`config.mk`:
```
export PLATFORM = sky130hd
export DESIGN_NAME = jtag_tap_ctrl_flat
export DESIGN_NICKNAME = d
export VERILOG_FILES = /design/src/rtl/jtag_tap_ctrl_if.sv /design/src/rtl/jtag_tap_ctrl.sv /design/src/flat_wrapper.sv
export SDC_FILE = /design/constraint.sdc
export NUM_CORES = 1
export LEC_CHECK = 0
export ABC_AREA = 1
export BUFFER_PORTS_ARGS = -buffer_cell sky130_fd_sc_hd__buf_2
export CELL_PAD_IN_SITES_DETAIL_PLACEMENT = 1
export CELL_PAD_IN_SITES_GLOBAL_PLACEMENT = 2
export CORE_MARGIN = 3
export CORE_UTILIZATION = 33
export DETAILED_ROUTE_END_ITERATION = 6
export GPL_ROUTABILITY_DRIVEN = 1
export PLACE_DENSITY = 0.78
export SLEW_MARGIN = 25
export SYNTH_ARGS = -nofsm -noshare
export SYNTH_HDL_FRONTEND = slang
export SYNTH_SLANG_ARGS = --single-unit
```
`constraint.sdc`:
```
create_clock -name tck -period 2.1 [get_ports tck]
set_clock_uncertainty 0.15 [all_clocks]
set_input_delay 0.42 -clock tck [delete_from_list [all_inputs] [get_ports tck]]
set_output_delay 0.42 -clock tck [all_outputs]
set_load 0.05 [all_outputs]
```
`src/rtl/jtag_tap_ctrl_if.sv`:
```
// jtag_tap_ctrl_if: serial JTAG link between the bench-side driver and the TAP responder
interface jtag_tap_ctrl_if;
    logic tdi;
    logic tms;
    logic tdo;
    logic tdo_en;
    modport master (output tdi, tms, input tdo, tdo_en);
    modport slave (input tdi, tms, output tdo, tdo_en);
endinterface

```
`src/rtl/jtag_tap_ctrl.sv`:
```
// jtag_tap_ctrl: 1149.1-style TAP responder with IR, BYPASS, IDCODE and a parallel USER register
module jtag_tap_ctrl #(
    parameter int IR_WIDTH = 4,
    parameter logic [31:0] IDCODE_VAL = 32'h1A5B_C0DF,
    parameter logic [IR_WIDTH-1:0] INSTR_IDCODE = 4'b0001,
    parameter logic [IR_WIDTH-1:0] INSTR_USER = 4'b0010,
    parameter int USER_WIDTH = 8
) (
    input  logic                  tck,
    input  logic                  trst,
    jtag_tap_ctrl_if.slave        jtag,
    output logic [IR_WIDTH-1:0]   ir_out,
    output logic [3:0]            tap_state,
    input  logic [USER_WIDTH-1:0] user_dr_in,
    output logic [USER_WIDTH-1:0] user_dr_out,
    output logic                  user_update
);
    localparam logic [3:0] TLR = 4'd0, RTI = 4'd1, SEL_DR = 4'd2, CAP_DR = 4'd3,
                           SH_DR = 4'd4, EX1_DR = 4'd5, PA_DR = 4'd6, EX2_DR = 4'd7,
                           UPD_DR = 4'd8, SEL_IR = 4'd9, CAP_IR = 4'd10, SH_IR = 4'd11,
                           EX1_IR = 4'd12, PA_IR = 4'd13, EX2_IR = 4'd14, UPD_IR = 4'd15;
    logic tms, tdi, tdo_q, tdo_en_q, bypass, dr_lsb;
    logic sel_id, sel_user, sel_byp;
    logic [3:0] nxt;
    logic [IR_WIDTH-1:0] ir_sr;
    logic [31:0] id_sr;
    logic [USER_WIDTH-1:0] user_sr;
    assign tms = jtag.tms;
    assign tdi = jtag.tdi;
    assign jtag.tdo = tdo_q;
    assign jtag.tdo_en = tdo_en_q;
    assign sel_id = ir_out == INSTR_IDCODE;
    assign sel_user = ir_out == INSTR_USER;
    assign sel_byp = !sel_id && !sel_user;
    assign dr_lsb = sel_id ? id_sr[0] : sel_user ? user_sr[0] : bypass;
    always_comb begin
        nxt = TLR;
        case (tap_state)
            TLR:                 nxt = tms ? TLR : RTI;
            RTI, UPD_DR, UPD_IR: nxt = tms ? SEL_DR : RTI;
            SEL_DR:              nxt = tms ? SEL_IR : CAP_DR;
            SEL_IR:              nxt = tms ? TLR : CAP_IR;
            CAP_DR, SH_DR:       nxt = tms ? EX1_DR : SH_DR;
            EX1_DR:              nxt = tms ? UPD_DR : PA_DR;
            PA_DR:               nxt = tms ? EX2_DR : PA_DR;
            EX2_DR:              nxt = tms ? UPD_DR : SH_DR;
            CAP_IR, SH_IR:       nxt = tms ? EX1_IR : SH_IR;
            EX1_IR:              nxt = tms ? UPD_IR : PA_IR;
            PA_IR:               nxt = tms ? EX2_IR : PA_IR;
            EX2_IR:              nxt = tms ? UPD_IR : SH_IR;
            default:             nxt = TLR;
        endcase
    end
    always_ff @(posedge tck) begin
        if (trst) begin
            tap_state <= TLR;
            ir_out <= INSTR_IDCODE;
            ir_sr <= '0;
            id_sr <= '0;
            user_sr <= '0;
            bypass <= 1'b0;
            user_dr_out <= '0;
            user_update <= 1'b0;
        end else begin
            tap_state <= nxt;
            user_update <= tap_state == UPD_DR && sel_user;
            // entering TLR resets the instruction together with the state
            if (nxt == TLR) ir_out <= INSTR_IDCODE;
            else if (tap_state == UPD_IR) ir_out <= ir_sr;
            if (tap_state == CAP_IR) ir_sr <= IR_WIDTH'(1);
            else if (tap_state == SH_IR) ir_sr <= {tdi, ir_sr[IR_WIDTH-1:1]};
            if (sel_id && tap_state == CAP_DR) id_sr <= IDCODE_VAL;
            else if (sel_id && tap_state == SH_DR) id_sr <= {tdi, id_sr[31:1]};
            if (sel_user && tap_state == CAP_DR) user_sr <= user_dr_in;
            else if (sel_user && tap_state == SH_DR) user_sr <= {tdi, user_sr[USER_WIDTH-1:1]};
            if (sel_byp && tap_state == CAP_DR) bypass <= 1'b0;
            else if (sel_byp && tap_state == SH_DR) bypass <= tdi;
            if (sel_user && tap_state == UPD_DR) user_dr_out <= user_sr;
        end
    end
    // after a reset posedge the state is TLR, so the next negedge clears tdo/tdo_en
    always_ff @(negedge tck) begin
        tdo_en_q <= tap_state == SH_IR || tap_state == SH_DR;
        tdo_q <= tap_state == SH_IR ? ir_sr[0] : tap_state == SH_DR ? dr_lsb : 1'b0;
    end
endmodule

```
`src/flat_wrapper.sv`:
```
// flat-port wrapper written by rule: the top's interface ports become plain ports
module jtag_tap_ctrl_flat 
#(
    parameter int IR_WIDTH = 4,
    parameter logic [31:0] IDCODE_VAL = 32'h1A5B_C0DF,
    parameter logic [IR_WIDTH-1:0] INSTR_IDCODE = 4'b0001,
    parameter logic [IR_WIDTH-1:0] INSTR_USER = 4'b0010,
    parameter int USER_WIDTH = 8
)
  (tck, trst, ir_out, tap_state, user_dr_in, user_dr_out, user_update, jtag_tdi, jtag_tms, jtag_tdo, jtag_tdo_en);
  jtag_tap_ctrl_if jtag_i ();
  input  logic tck;
  input  logic trst;
  output logic [IR_WIDTH-1:0] ir_out;
  output logic [3:0] tap_state;
  input  logic [USER_WIDTH-1:0] user_dr_in;
  output logic [USER_WIDTH-1:0] user_dr_out;
  output logic user_update;
  input wire logic [$bits(jtag_i.tdi)-1:0] jtag_tdi;
  input wire logic [$bits(jtag_i.tms)-1:0] jtag_tms;
  output wire logic [$bits(jtag_i.tdo)-1:0] jtag_tdo;
  output wire logic [$bits(jtag_i.tdo_en)-1:0] jtag_tdo_en;
  assign jtag_i.tdi = jtag_tdi;
  assign jtag_i.tms = jtag_tms;
  assign jtag_tdo = jtag_i.tdo;
  assign jtag_tdo_en = jtag_i.tdo_en;
  jtag_tap_ctrl #(.IR_WIDTH(IR_WIDTH), .IDCODE_VAL(IDCODE_VAL), .INSTR_IDCODE(INSTR_IDCODE), .INSTR_USER(INSTR_USER), .USER_WIDTH(USER_WIDTH)) u_core (.tck(tck), .trst(trst), .jtag(jtag_i), .ir_out(ir_out), .tap_state(tap_state), .user_dr_in(user_dr_in), .user_dr_out(user_dr_out), .user_update(user_update));
endmodule
```
After elaboration in Yosys (flattened, before gate mapping)
Index checks and enable logic that the tools add are counted.
{ "totals": {"n_memories": 0, "inputBits": 12, "mem_bits_rw": 0, "reg_bits": 64, "romBits": 0, "latch_bits": 0} }
{ "classes": {"div_mod_pow": 0, "bitwise_logic": 0, "shift": 0, "n_mux": 23, "n_eq_ne": 17, "n_addsub": 0, "mul": 0, "reduce_logical": 23, "magnitude_cmp": 0} }
{ "op_table": {"columns": ["operator", "n"], "rows": [
  ["$mux 29", 2],
  ["$pmux 4 s12", 1],
  ["$eq 4x4->1 const B", 8],
  ["$eq 4x3->1 const B", 4],
  ["$mux 4", 4],
  ["$mux 8", 2],
  ["$eq 4x2->1 const B", 3],
  ["$reduce_or 2->1", 6],
  ["$mux 1", 9],
  ["$eq 4x1->1 const B", 2],
  ["$logic_and 1x1->1", 8],
  ["$logic_not 4->1", 2],
  ["$mux 2", 3],
  ["$mux 3", 2],
  ["$reduce_bool 2->1", 3],
  ["$reduce_or 3->1", 1],
  ["$logic_not 1->1", 2],
  ["$logic_or 1x1->1", 1]
]} }

Longest topological paths before layout
{ "depth": {"depth_word": 5, "depth_mapped": 10} }

==> results.toml <==
[drt]
drt_iter0_drc = 63
wire_per_inst_um = 14.0
first_pass_iters = 4
drc = 0
route.met3.wl_um = 219
wl_um = 7410
vias_per_cell = 4.83
drtAntennaViolNets = 0
routed-wl-met2_um = 3490
highest_layer = "met4"
wl_met1_um = 3620
num_vias = 2556

[power]
swShare_pct = 24.8
power_density_nw_per_um2 = 745
clockPowerShare_pct = 45.3
seqPwrFrac_pct = 47.4
leakagePower_nw = 1.55
ir_worst_vdd_mv = 0.329
power.internal_mw = 1.97
switchingPower_uw = 649
p_comb_share_pct = 7.3

[critical_path]
end_kind = "primary output"
slowest_delay_ns = 0.33
critPathTopFamily = "flip-flops"
worstSetupPathType = "reg -> out"
crit_buf_inv = 1
slowest_stage = "dfxtp_2"
setup.worst_path.start_class = "flop"
worstPathArrival_ns = 1.90
worst_ep_required_time_ns = 1.53
path_cells = "buf_8"
r2r-start = "u_core.ir_out[2]$_SDFFE_PP0N_"
critical_path.max_fanout = 1
crit_start = "u_core.jtag.tdo_en$_DFF_N_"

[place]
place_ws_ns = -0.142
dp_hpwl_um = 5230
gp_congestion = 0.799
dpl_cell_area_sq_um = 3170
io_buffers = 30

[final_layout]
register_area_sq_um = 1310
fillers = 987
multi_input_area_sq_um = 1210
final_nets = 434
area_delta_synth_final_pct = 27.0
stdcell_area_sq_um = 3510
n_antenna_cell = 0
drive_above_1_share_pct = 28.3

[floorplan]
die_w_um = 97.5
die_area_sq_um = 9510
coreArea_sq_um = 7930
io_pins = 31
fp-row-count = 32
die_h_um = 97.5
initial_utilization_pct = 34.9

[clocking]
clk_pin_slew_ns = 0.08
numCtsBuffers = 9
cts_tree = "built"
ctsHtreeMaxLevel = 3
cts-root-buf = "clkbuf_8"
holdBufCountCts = 0
clock_latency_ns = 0.34
cts.path.max_buffers = 2
cts_sinks = 64

[yosys]
post-synth-top-area-fraction_pct = 46.4
ys_ff_latch = 64
synth-edff-count = 0
syn_avg_cell_area_sq_um = 7.68
async_flop_share_pct = 0
synth_area_leaders = "dfxtp_1 46%, nand2_1 10%, a21oi_1 7.8%, inv_1 6.7%, o21ai_0 4.9%"
syn_nets = 372
syn_area_sq_um = 2760
ys.flop_type = "dfxtp_1"
synth.distinct_cells = 28
netlist_instances = 360
ys_seq_area_share_pct = 46.4
synth_top_cell_by_area = "dfxtp_1"
ys_warn_count = 0

[min_path]
min_from = "user_dr_in[4]"
hp-class = "in -> reg"

[global_routing]
track_usage_pct = 16.5
grt_pass1_wl_um = 12900
antenna_found_initial = 0
grt_pass1_vias = 2640
grt_max_degree = 38
grt-ovfl-total = 0

[timing]
hold_ws_ns = 0.217
grt_setup_unrepaired = "yes"
tightest_slew_ns = 0.410
drv_slew = 0
setup_viol = 3
slew_headroom_pct = 72.4
hold_viol_final = 0
setup_ws_ns = -0.369
tns_ns = -0.799

[run_status]
outcome = "finished with violations"
violations = "setup timing"

[job]
cap_violations = 0
## path summary, 6_finish.rpt
kind | endpoint | slack [ns] | depth (start not counted)
hold reg to reg | u_core.id_sr[3]$_SDFFE_PP0P_ | 0.30 | 2
setup reg to reg | u_core.jtag.tdo$_DFF_N_ | -0.08 | 4
hold / removal | u_core.user_sr[4]$_SDFFE_PP0P_ | 0.22 | 3
setup / recovery | jtag_tdo_en | -0.37 | 1
## cells by family after synthesis
| logic type | share of synthesized area [%] |
|---|---|
| mux | 0.724 |
| flops | 46.4 |
| simple gates | 20.9 |
| compound gates | 20.3 |
| buf+inv | 11.8 |
## synthesized netlist by cell type, drive strengths merged (3+ instances only)
cell type	n
dfxtp	64
inv	50
o21ai	28
clkbuf	3
nor2	39
buf	11
nand2	78
a21oi	43
a221oi	5
a211oi	8
o211ai	5
nand3	17
## routing by layer
metal  GRT usage (%)  up-vias
met4            5.11        0
met5               0        -
met2            25.7       36
li1                -     1297
met1            22.4     1214
met3            4.02        9
## registers in the layout (all words and copies together), names as in the netlist
register and count:
u_core.id_sr 32, u_core.ir_sr 4, u_core.jtag.tdo 1, u_core.user_sr 8
u_core.bypass 1, u_core.ir_out 4, u_core.user_update 1, u_core.tap_state 4
u_core.user_dr_out 8, u_core.jtag.tdo_en 1
## cells in the final DEF, fill, tap and decap left out
| cell | n |
|---|---|
| inv_1 | 46 |
| a221oi_1 | 5 |
| inv_6 | 1 |
| buf_6 | 1 |
| mux2i_1 | 2 |
| nand3_1 | 14 |
| buf_4 | 33 |
| bufinv_16 | 2 |
| o221ai_2 | 1 |
| a211oi_2 | 3 |
| nor2_2 | 2 |
| clkbuf_8 | 9 |
| nor2_4 | 6 |
| clkinvlp_4 | 1 |
| inv_2 | 3 |
| o21ai_4 | 1 |
| o221a_2 | 2 |
| buf_2 | 28 |
| a211oi_1 | 5 |
| nor3_1 | 1 |
| nand2_4 | 3 |
| a21oi_1 | 42 |
| nand2_2 | 2 |
| inv_4 | 3 |
| o211ai_1 | 5 |
| nand3_2 | 3 |
| buf_8 | 2 |
| dfxtp_1 | 54 |
| clkinv_2 | 2 |
| dfxtp_2 | 3 |
| clkinv_4 | 2 |
| dfxtp_4 | 7 |
| o21ai_0 | 27 |
| nand2_1 | 73 |
| nor2_1 | 31 |
| a21oi_2 | 1 |
| a31oi_1 | 1 |
## per-stage QoR
stage	power [mW]	utilization, %	std cells
after floorplan	1.40	-	360
after global placement	1.46	39.9	504
after detailed placement	1.46	39.9	504
after CTS	2.65	43.8	528
after global routing	2.74	44.3	529
final	2.61	44.3	529
## timing repair
item	CTS	global route
setup buffers	7	1
resized for setup	12	8
pin swaps	3	4
setup endpoints to repair	4	5
## cell type report
cell class / count / share of cell area [%]
well taps: 102 / 3.64
flip-flops and latches: 64 / 37.3
multi-input cells: 230 / 34.5
inverters: 51 / 5.88
clock buffers: 9 / 3.53
repair buffers: 64 / 12.2
clock inverters: 9 / 2.85
## power groups by stage
stage                     Clock (mW)  Sequential (mW)  Combinational (mW)
after floorplan              0.00895             1.28               0.104
after global placement       0.00895             1.26               0.185
after detailed placement     0.00895             1.27               0.186
after CTS                       1.22             1.24               0.189
after global routing            1.28             1.24               0.215
final                           1.18             1.24               0.191
No activity file was read; power rests on OpenSTA's default activity.
